[config.mk]
export PLATFORM = sky130hd
export DESIGN_NAME = conv_encoder_block
export DESIGN_NICKNAME = d
export VERILOG_FILES = /design/src/rtl/conv_encoder_block.sv
export SDC_FILE = /design/constraint.sdc
export NUM_CORES = 1
export LEC_CHECK = 0
export BUFFER_PORTS_ARGS = -buffer_cell sky130_fd_sc_hd__buf_4
export CORE_AREA = 2 2 159 239
export DETAILED_ROUTE_END_ITERATION = 8
export DIE_AREA = 0 0 161 241
export GPL_TIMING_DRIVEN = 0
export SLEW_MARGIN = 20
export SYNTH_ARGS = -nofsm -noshare
export SYNTH_HDL_FRONTEND = slang
export SYNTH_SLANG_ARGS = --single-unit
[constraint.sdc]
create_clock -name clk -period 2.8 [get_ports clk]
set_input_delay 0.84 -clock clk [delete_from_list [all_inputs] [get_ports clk]]
set_output_delay 0.84 -clock clk [all_outputs]
set_load 0.05 [all_outputs]
[src/rtl/conv_encoder_block.sv]
// conv_encoder_block: rate-1/2 convolutional encoder with a start/done handshake.
// Encodes one DATA_W-bit block MSB-first, BITS_PER_CYC bits per clock, into a
// 2*DATA_W-bit codeword that is held together with a done flag.
// Optional feature: define CONV_ENC_BLKCNT_EN to add a 16-bit completed-block
// counter on port blk_count.
module conv_encoder_block #(
  parameter int             DATA_W       = 64,
  parameter int             K            = 3,
  parameter logic [K-1:0]   G0           = 3'b111,
  parameter logic [K-1:0]   G1           = 3'b101,
  parameter int             BITS_PER_CYC = 1
) (
  input  logic                clk,
  input  logic                reset,
  input  logic                start,
  input  logic                mode,
  input  logic [DATA_W-1:0]   data_in,
  output logic                busy,
  output logic                done,
  output logic [2*DATA_W-1:0] final_output
`ifdef CONV_ENC_BLKCNT_EN
  ,
  output logic [15:0]         blk_count
`endif
);

  localparam int CYCLES = DATA_W / BITS_PER_CYC;
  localparam int CNT_W  = $clog2(CYCLES + 1);

  typedef enum logic [1:0] {
    IDLE = 2'd0,
    RUN  = 2'd1,
    DONE = 2'd2
  } state_e;

  state_e                state_q, state_d;
  logic [DATA_W-1:0]     shift_q, shift_d;
  logic [K-2:0]          encState_q, encState_d;
  logic [CNT_W-1:0]      bitCnt_q, bitCnt_d;
  logic [2*DATA_W-1:0]   acc_q, acc_d;
  logic [2*DATA_W-1:0]   final_q, final_d;
  logic                  done_q, done_d;

  logic [K-1:0]          win;
  logic [K-2:0]          encStep;
  logic [2*DATA_W-1:0]   accStep;
  logic                  lastStep;

  // The final RUN cycle is the one that consumes the last group of input bits.
  assign lastStep = (state_q == RUN) && (bitCnt_q == CNT_W'(CYCLES - 1));

  // Register update; reset clears the FSM, encoder memory and the held codeword.
  always_ff @(posedge clk or negedge reset) begin
    if (!reset) begin
      state_q    <= IDLE;
      shift_q    <= '0;
      encState_q <= '0;
      bitCnt_q   <= '0;
      acc_q      <= '0;
      final_q    <= '0;
      done_q     <= 1'b0;
    end else begin
      state_q    <= state_d;
      shift_q    <= shift_d;
      encState_q <= encState_d;
      bitCnt_q   <= bitCnt_d;
      acc_q      <= acc_d;
      final_q    <= final_d;
      done_q     <= done_d;
    end
  end

  // Next-state logic: accept a block in IDLE/DONE, encode a bit group per RUN cycle.
  always_comb begin
    state_d    = state_q;
    shift_d    = shift_q;
    encState_d = encState_q;
    bitCnt_d   = bitCnt_q;
    acc_d      = acc_q;
    final_d    = final_q;
    done_d     = done_q;
    win        = '0;
    encStep    = encState_q;
    accStep    = acc_q;

    // Pairs are shifted in at the bottom, so after the whole block the first
    // processed bit's pair has reached the top of the accumulator.
    for (int j = 0; j < BITS_PER_CYC; j++) begin
      win     = {shift_q[DATA_W-1-j], encStep};
      accStep = {accStep[2*DATA_W-3:0], ^(win & G0), ^(win & G1)};
      encStep = win[K-1:1];
    end

    unique case (state_q)
      IDLE, DONE: begin
        if (start) begin
          shift_d  = data_in;
          bitCnt_d = '0;
          done_d   = 1'b0;
          state_d  = RUN;
          if (!mode) begin
            encState_d = '0;
          end
        end
      end
      RUN: begin
        shift_d    = shift_q << BITS_PER_CYC;
        encState_d = encStep;
        acc_d      = accStep;
        bitCnt_d   = bitCnt_q + 1'b1;
        if (lastStep) begin
          final_d = accStep;
          done_d  = 1'b1;
          state_d = DONE;
        end
      end
      default: begin
        state_d = IDLE;
      end
    endcase
  end

  assign busy         = (state_q == RUN);
  assign done         = done_q;
  assign final_output = final_q;

`ifdef CONV_ENC_BLKCNT_EN
  logic [15:0] blkCnt_q;

  // Completed-block counter, bumped on the same edge that raises done.
  always_ff @(posedge clk or negedge reset) begin
    if (!reset) begin
      blkCnt_q <= '0;
    end else if (lastStep) begin
      blkCnt_q <= blkCnt_q + 16'd1;
    end
  end

  assign blk_count = blkCnt_q;
`endif

endmodule

==> flow_summary.json, run 1 <==
{
  "max-vdd-ir-drop_mv": 0.4331,
  "core_mm2": 0.03659,
  "fin_skew_ns": 0.01650,
  "grt_pass1_wl_um": 48160,
  "r2r_cells": 6,
  "fin_tns_setup_ns": 0,
  "synth_top_area_frac": 0.6478,
  "io_pins": 198,
  "drc": 0,
  "ys_seq_area_frac": 0.6478,
  "root_buffer": "clkbuf_16",
  "diodes": 0,
  "max_freq_mhz": 384.0,
  "worstPathCellList": "nand2b_2 -> inv_4 -> buf_4",
  "rsz0062_at_grt": "false",
  "die_width_um": 161,
  "worst_slew_pin_slew_ns": 0.7952,
  "antenna_found_initial": 0,
  "synth_mux_area_frac": 0.1146,
  "postRouteAntennaNets": 0,
  "drv_cap": 0,
  "slowest_stage": "dfrtp_1",
  "critPathRequiredTime_ns": 1.96,
  "fin_crit_sh": 0.9300,
  "grtUsageTotal": 0.1529,
  "arrival_ns": 1.76,
  "place.gp.congestion": 0.7430,
  "p_leak_nw": 8.610,
  "grt_overflow": 0,
  "via_per_inst": 4.705,
  "drt-total-wl_um": 29180,
  "synth_cell_types": 31,
  "status": "finished clean",
  "ctsHoldBuffers": 0,
  "drtIter0Drc": 366,
  "die_area_mm2": 0.03880,
  "crit_path_start_kind": "register",
  "start_util": 0.3484,
  "hold_violations": 0,
  "path_class": "reg2out",
  "wl_per_cell_um": 15.52,
  "clkTransAtPathRegs_ns": 0.06,
  "vias": 8846,
  "crit_path_end_kind": "primary output",
  "crit_fanout": 26,
  "p_per_area_mw_per_mm2": 830.0,
  "numPortBuffers": 197,
  "critPathMaxStageDelay_ns": 0.37,
  "drive_above_1_share": 0.2342,
  "ctsResizeCount": 1,
  "total_power_mw": 13.35,
  "fill_cells": 3533,
  "synthXorXnorAreaFrac": 0.001374,
  "syn_area_per_cell_um2": 11.20,
  "die_h_um": 241,
  "grt_pass1_vias": 9190,
  "synth_top_area_cell": "dfrtp_1",
  "cts_inserted_buffers": 34,
  "synthAdderAreaFrac": 0.0009815,
  "holdCritPathClass": "in2async",
  "std_cell_rows": 86,
  "synth-compound-area-share": 0.04545,
  "clkLatencyLatePin_ns": 0.51,
  "dr.pass1.iters": 5,
  "cts_max_level": 2,
  "clkSinkCount": 330,
  "clock_path_buffers": 3,
  "syn2layout_area_growth_pct": 26.19,
  "postSynthCellCount": 1138,
  "post-place-ws_ns": -0.4863,
  "maxSlewHeadroom": 0.4698,
  "setup_ws_ns": 0.1960,
  "yosys.area_share.simple": 0.1636,
  "synth.area.top_cells": "dfrtp_1, nand2_1, mux2_1, a22oi_1, mux2_2",
  "final_common_cell": "nand2_1",
  "dp_hpwl_um": 20170,
  "setup_violations": 0,
  "whs_ns": 0.3492,
  "fin_crit_ns": 2.604,
  "final_cell_mix": "nand2_1, dfrtp_1, buf_4",
  "netlist_area_mm2": 0.01275,
  "synth_top_family_by_area": "simple AND/OR/NAND/NOR gates",
  "final_net_count": 1441,
  "grt_max_degree": 96,
  "synth-seq-cells": 330,
  "cts_setup_buffers": 0,
  "maxSlewViolCount": 0,
  "ys_warn_count": 0,
  "syn_nets": 1207,
  "cts_tree": "yes"
}
-- final timing paths --
check | to | start | slack, ns
worst min-delay path | final_output[43] | reset | 0.35
worst max register to register | final_output[121] | bitCnt_q[0] | 0.38
min in group clk | acc_q[124] | acc_q[124] | 0.48
max in group asynchronous | final_output[106] | reset | 1.19
worst min register to register | acc_q[124] | acc_q[124] | 0.48
worst max-delay path | busy | state_q[1] | 0.20
-- logic make-up after synthesis --
family | Yosys count
muxes | 130
xor gates and xnor gates | 2
adders and majority gates | 1
DFF | 330
and+or+nand+nor | 522
buffers and inverters | 74
AOI/OAI and AO/OA | 79
-- stage by stage --
stage / instance area, um^2 / util / std cells
final: 16090 / 0.4397 / 1880
after global routing: 16090 / 0.4397 / 1880
after CTS: 16090 / 0.4397 / 1880
after detailed placement: 14920 / 0.4079 / 1822
after global placement: 14830 / 0.4054 / 1819
after floorplan: 12750 / - / 1138
-- routing by layer --
metal / global-route usage / vias to the layer above / wire (um)
li1: - / 4241 / -
met1: 0.1843 / 4384 / 11890
met2: 0.2721 / 177 / 15120
met3: 0.03128 / 44 / 1341
met4: 0.05303 / 0 / 828
met5: 0 / - / 0
-- state kept, by name, summed over array words and instances, names as in the netlist --
name	flops
bitCnt_q	7
done	1
final_output	128
state_q	2
encState_q	2
shift_q	64
acc_q	126
-- cell usage after synthesis (all sizes together) --
master / number
mux2: 128
or2: 1
o31ai: 2
xnor2: 1
dfrtp: 330
buf: 31
or4: 1
inv: 2
ha: 1
nand3: 68
o311ai: 1
a22o: 2
xor2: 1
clkbuf: 41
nor3: 1
nand2: 444
o21ai: 7
nor4: 1
nor2: 1
mux2i: 2
o211ai: 3
a22oi: 63
nand2b: 3
nor3b: 1
nor2b: 1
a21o: 1
-- power by group --
group | switching, mW | internal [mW] | total (mW)
Clock | 1.89 | 2.82 | 4.71
Combinational | 1.21 | 0.805 | 2.01
Sequential | 0.780 | 5.85 | 6.63
-- worst max-delay path, delay by kind of cell (launching register included) --
family / cells / cell delay (ns)
buffers and inverters: 2 / 0.62
flip-flops: 1 / 0.37
AND/OR/NAND/NOR: 1 / 0.25
-- final cells by class --
class / count / area, um^2 / share of cell area
plain buffers: 70 / 317.8 / 0.01976
clock buffers: 47 / 1013 / 0.06301
clock inverters: 13 / 155.1 / 0.009645
inverters: 2 / 10.01 / 0.0006223
multi-input cells: 734 / 4156 / 0.2584
flip-flops and latches: 330 / 8258 / 0.5134
well taps: 484 / 605.6 / 0.03765
repair buffers: 200 / 1569 / 0.09754
Power figures use the tool's default switching activity.
==> inputs of run 2 (changes only) <==
--- a/config.mk
+++ b/config.mk
@@ -6,10 +6,11 @@
 export NUM_CORES = 1
 export LEC_CHECK = 0
 export BUFFER_PORTS_ARGS = -buffer_cell sky130_fd_sc_hd__buf_4
-export CORE_AREA = 2 2 159 239
+export CORE_AREA = 2 2 128 192
 export DETAILED_ROUTE_END_ITERATION = 8
-export DIE_AREA = 0 0 161 241
+export DIE_AREA = 0 0 130 194
 export GPL_TIMING_DRIVEN = 0
+export PLACE_DENSITY = 0.77
 export SLEW_MARGIN = 20
 export SYNTH_ARGS = -nofsm -noshare
 export SYNTH_HDL_FRONTEND = slang
==> constraint.sdc (replaced) <==
create_clock -name clk -period 2.8 [get_ports clk]
set_input_delay 0.14 -clock clk [delete_from_list [all_inputs] [get_ports clk]]
set_output_delay 0.14 -clock clk [all_outputs]
set_load 0.05 [all_outputs]
==> run 2 against run 1 <==
Effect of this change: first-iteration DRC count rose by 8.2%; final area increased by 1.6%; sequential share of layout area fell by 0.79 points; critical path depth is 1 higher; sequential power about the same; clock skew is 0.0043 ns higher; hold slack got worse by 0.32 ns; utilization is 25 points higher; clock power is 14% lower; largest power group unchanged; highest routed layer unchanged.
==> flow_summary.json, run 2 (synthesis results as in run 1) <==
{
  "hold-path-endpoint": "state_q[1]",
  "largest_reg_flops": 128,
  "path_class": "reg2out",
  "syn2layout_area_growth_pct": 28.15,
  "wl_per_cell_um": 16.16,
  "min-delay-start": "start",
  "drive_above_1_share": 0.2205,
  "crit_buf_inv": 3,
  "vias": 9250,
  "via_per_inst": 5.211,
  "p_leak_nw": 8.792,
  "grtUsageTotal": 0.2326,
  "cts_tree": "yes",
  "r2r_cells": 6,
  "grt_overflow": 0,
  "crit_fanout": 17,
  "r2r-start": "bitCnt_q[0]",
  "fin_skew_ns": 0.02085,
  "grt_pass1_vias": 9618,
  "fin_crit_sh": 0.8480,
  "core_mm2": 0.02357,
  "dp_hpwl_um": 18870,
  "dr.pass1.iters": 5,
  "die_h_um": 194,
  "maxSlewViolCount": 0,
  "arrival_ns": 2.23,
  "multiInputGateArea_mm2": 0.004156,
  "final_cell_mix": "nand2_1, dfrtp_1, buf_4",
  "root_buffer": "clkbuf_16",
  "status": "finished clean",
  "layoutNonFillerInstCount": 1775,
  "worstPathCellList": "nand2b_2 -> inv_2 -> clkbuf_1 -> buf_4",
  "grt_pass1_wl_um": 47740,
  "antenna_found_initial": 0,
  "drv_cap": 0,
  "grt_max_degree": 102,
  "ff2ff_setup_slack_ns": 0.48,
  "drc": 0,
  "setup_violations": 0,
  "die_area_mm2": 0.02522,
  "clkTransAtPathRegs_ns": 0.07,
  "critPathRequiredTime_ns": 2.66,
  "min_path_cells": 3,
  "crit_path_end_kind": "primary output",
  "numPortBuffers": 197,
  "postRouteAntennaNets": 0,
  "maxSlewHeadroom": 0.5200,
  "drtIter0Drc": 396,
  "io_pins": 198,
  "place.gp.congestion": 0.7839,
  "diodes": 0,
  "fin_crit_ns": 2.374,
  "utilization": 0.6931,
  "slowest_stage": "clkbuf_1",
  "cts_max_level": 1,
  "cts_inserted_buffers": 29,
  "clock_path_buffers": 3,
  "placed_cell_area_mm2": 0.01472,
  "max_freq_mhz": 421.1,
  "whs_ns": 0.02473,
  "critPathMaxStageDelay_ns": 0.43,
  "std_cell_rows": 69,
  "drt-total-wl_um": 28680,
  "final_net_count": 1503,
  "final_common_cell": "nand2_1",
  "ctsResizeCount": 0,
  "die_width_um": 130,
  "hold_violations": 0,
  "max-vdd-ir-drop_mv": 0.6006,
  "p_per_area_mw_per_mm2": 784.5,
  "dpl.cell_count": 1657,
  "fill_cells": 1683,
  "crit_path_start_kind": "register",
  "start_util": 0.5409,
  "critPathTopFamily": "buffers and inverters",
  "rsz0062_at_grt": "false",
  "clkLatencyLatePin_ns": 0.55,
  "final_area_mm2": 0.01634,
  "holdCritPathClass": "in2reg",
  "r2r-end": "final_output[76]",
  "seq_area_mm2": 0.008258,
  "total_power_mw": 12.82,
  "clkSinkCount": 330,
  "worst_slew_pin_slew_ns": 0.7200
}
==> run 2: cell types whose count changed in the layout (fill, tap and decap cells not counted), sizes merged <==
cell / change
clkbuf: -7
clkinv: +1
dlygate4sd3: +66
inv: +2
clkinvlp: -1
bufinv: -1
==> run 2: worst max path at each step <==
stage                                   to  cells past startpoint        start
after CTS                             busy                      4   state_q[1]
after global placement         shift_q[56]                      1        reset
final                                 busy                      4   state_q[1]
after global routing                  busy                      4   state_q[1]
after detailed placement  final_output[76]                      6  bitCnt_q[0]
after floorplan                 acc_q[117]                      6   state_q[1]
==> run 2: metal layers <==
metal	up-vias	wire length, um	track usage
met2	227	15160	0.4148
met4	0	721	0.06651
met3	63	1230	0.03560
met1	4599	11570	0.2907
met5	-	0	0
li1	4361	-	-
==> run 2: power breakdown <==
group	internal, mW	leakage, nW	switching (mW)
Sequential	5.85	4.40	0.796
Clock	2.26	0.475	1.78
Combinational	0.867	3.92	1.27
==> run 2: final cells by class <==
class | count | share of cell area
plain buffers | 71 | 0.01968
flip-flops and latches | 330 | 0.5055
multi-input cells | 734 | 0.2544
clock inverters | 14 | 0.008578
inverters | 2 | 0.0004596
well taps | 319 | 0.02443
repair buffers | 266 | 0.1365
clock buffers | 39 | 0.05040
==> run 2: worst min-delay path: cells and delay by family <==
| kind | cells | cell delay, ns |
|---|---|---|
| buffers and inverters | 1 | 0.12 |
| and+or+nand+nor | 2 | 0.27 |
==> run 2: per-stage QoR <==
stage                     TNS [ns]  setup WS (ns)
after floorplan                  0         0.9821
after global placement     -435.41         -1.360
after detailed placement         0         0.4262
after CTS                        0         0.3655
after global routing             0         0.2817
final                            0         0.4255
==> run 2: repair_timing <==
item                                   in CTS  in global routing
setup endpoints to repair                   1                  0
hold buffers                               66                  0
setup buffers                               0                  0
endpoints found under the hold margin     210                  0
==> inputs of run 3 (changes only) <==
--- a/config.mk
+++ b/config.mk
@@ -6,11 +6,11 @@
 export NUM_CORES = 1
 export LEC_CHECK = 0
 export BUFFER_PORTS_ARGS = -buffer_cell sky130_fd_sc_hd__buf_4
-export CORE_AREA = 2 2 128 192
+export CORE_AREA = 2 2 133 199
 export DETAILED_ROUTE_END_ITERATION = 8
-export DIE_AREA = 0 0 130 194
+export DIE_AREA = 0 0 135 201
 export GPL_TIMING_DRIVEN = 0
-export PLACE_DENSITY = 0.77
+export PLACE_DENSITY = 0.75
 export SLEW_MARGIN = 20
 export SYNTH_ARGS = -nofsm -noshare
 export SYNTH_HDL_FRONTEND = slang
==> constraint.sdc (replaced) <==
create_clock -name clk -period 2.1 [get_ports clk]
set_input_delay 0.105 -clock clk [delete_from_list [all_inputs] [get_ports clk]]
set_output_delay 0.105 -clock clk [all_outputs]
set_load 0.05 [all_outputs]
==> run 3 against run 2 <==
Effect of this change: routed wire length fell by 1.5%; power grew 36%; clock skew down 0.0070 ns; via count down 0.58%; count of clock-buffer cells in the layout grew 3; combinational power rose by 32%; register-to-register slack got worse by 0.31 ns; final area up 0.93%; setup slack got worse by 0.27 ns; clock power rose by 41%; die area increased by 7.6%; non-clock buffer count rose by 2; largest cell class unchanged.
==> flow_summary.json, run 3 (synthesis results as in run 1) <==
{
  "rsz0062_at_grt": "false",
  "final_common_cell": "nand2_1",
  "final_net_count": 1506,
  "startpoint": "state_q[1]",
  "grt_pass1_vias": 9661,
  "clkSinkCount": 330,
  "worst_slew_pin_slew_ns": 0.7024,
  "die_area_mm2": 0.02714,
  "clkTransAtPathRegs_ns": 0.07,
  "clock_path_buffers": 3,
  "die_h_um": 201,
  "final_area_mm2": 0.01649,
  "wl_per_cell_um": 15.76,
  "max-vdd-ir-drop_mv": 0.8186,
  "clkLatencyLatePin_ns": 0.55,
  "whs_ns": 0.1892,
  "crit_path_start_kind": "register",
  "p_per_area_mw_per_mm2": 1053,
  "grt_max_degree": 100,
  "arrival_ns": 1.84,
  "ff2ff_setup_slack_ns": 0.17,
  "worstPathCellList": "nand2b_2 -> inv_2 -> clkbuf_8 -> buf_4",
  "hold_violations": 0,
  "fin_skew_ns": 0.01381,
  "post-place-ws_ns": -0.3142,
  "std_cell_rows": 72,
  "start_util": 0.4982,
  "numPortBuffers": 197,
  "setup_ws_ns": 0.1556,
  "r2r-end": "final_output[65]",
  "placed_cell_area_mm2": 0.01473,
  "root_buffer": "clkbuf_16",
  "antenna_found_initial": 0,
  "p_leak_nw": 8.854,
  "drive_above_1_share": 0.2247,
  "final_cell_mix": "nand2_1, dfrtp_1, buf_4",
  "fin_tns_setup_ns": 0,
  "cts_max_level": 1,
  "cts_tree": "yes",
  "fin_crit_sh": 0.9259,
  "path_class": "reg2out",
  "drv_cap": 0,
  "status": "finished clean",
  "core_mm2": 0.02558,
  "via_per_inst": 5.129,
  "r2r-start": "bitCnt_q[0]",
  "grtUsageTotal": 0.2139,
  "syn2layout_area_growth_pct": 29.35,
  "dp_hpwl_um": 19050,
  "drt-total-wl_um": 28260,
  "io_pins": 198,
  "slowest_stage": "dfrtp_1",
  "dr.pass1.iters": 6,
  "die_width_um": 135,
  "holdCritPathClass": "in2async",
  "grt_overflow": 0,
  "fin_crit_ns": 1.944,
  "max_freq_mhz": 514.3,
  "drtIter0Drc": 450,
  "diodes": 0,
  "place.gp.congestion": 0.7886,
  "utilization": 0.6445,
  "crit_fanout": 19,
  "cts_inserted_buffers": 30,
  "drc": 0,
  "vias": 9196,
  "grt_pass1_wl_um": 47590,
  "maxSlewViolCount": 0,
  "r2r_cells": 6,
  "largest_reg_flops": 128,
  "postRouteAntennaNets": 0,
  "setup_violations": 0,
  "critPathMaxStageDelay_ns": 0.38,
  "crit_path_end_kind": "primary output",
  "critPathRequiredTime_ns": 2.00,
  "crit_end": "busy",
  "maxSlewHeadroom": 0.5317
}
run 3: changes by cell type in the layout (fill, tap and decap cells not counted), moves of 2 or more:
cell       change
inv_6          -3
clkbuf_1       -3
clkbuf_8       +2
clkbuf_16      +2
buf_4          +5
clkbuf_2       +2
buf_2          -5
run 3: repair_timing:
action	CTS	global route
setup buffers	1	0
pin swaps	1	1
hold buffers	67	0
endpoints found under the hold margin	165	0
endpoints found under the setup margin	222	130
gates resized for setup	11	2
cloned	0	0
run 3: metrics by stage:
step           cells  power, mW
6_report        1793      17.37
5_1_grt         1793      18.33
4_1_cts         1793      17.50
3_5_place_dp    1671      11.67
3_3_place_gp    1668      11.45
2_1_floorplan   1138      10.54
run 3: cell type report:
cell class,instances,area [um^2]
buffer,71,350.3
multi-input combinational,734,4161
inverter,2,7.507
sequential,330,8258
clock inverter,13,160.2
fill,1969,9096
tap,333,416.7
clock buffer,42,887.1
timing repair buffer,268,2247
run 3: critical path, delay by kind of cell, from the launching register on:
family / cells / cell delay [ns]
buffers and inverters: 3 / 0.67
DFF: 1 / 0.38
and+or+nand+nor: 1 / 0.23
run 3: how the worst min path moves through the flow:
stage	start	endpoint	slack (ns)
finish	reset	final_output[44]	0.19
CTS	reset	final_output[44]	0.20
detailed placement	reset	final_output[44]	0.18
global placement	data_in[30]	shift_q[30]	0.32
floorplan	reset	acc_q[0]	-0.19
global route	reset	final_output[43]	0.26
run 3: layer usage:
metal  routed length [um]  track usage  vias to the layer above
li1                     -            -                     4364
met1                11420       0.2641                     4531
met2                14800       0.3856                      238
met3                 1208      0.03030                       63
met4                  823      0.06696                        0
met5                    0            0                        -
run 3: where the power goes:
group          switching [mW]  leakage (nW)  internal (mW)  total, mW
Clock                    2.36         0.514           3.32       5.68
Sequential               1.07          4.40           7.80       8.87
Combinational            1.65          3.94           1.17       2.82
Total                    5.08          8.85           12.3       17.4
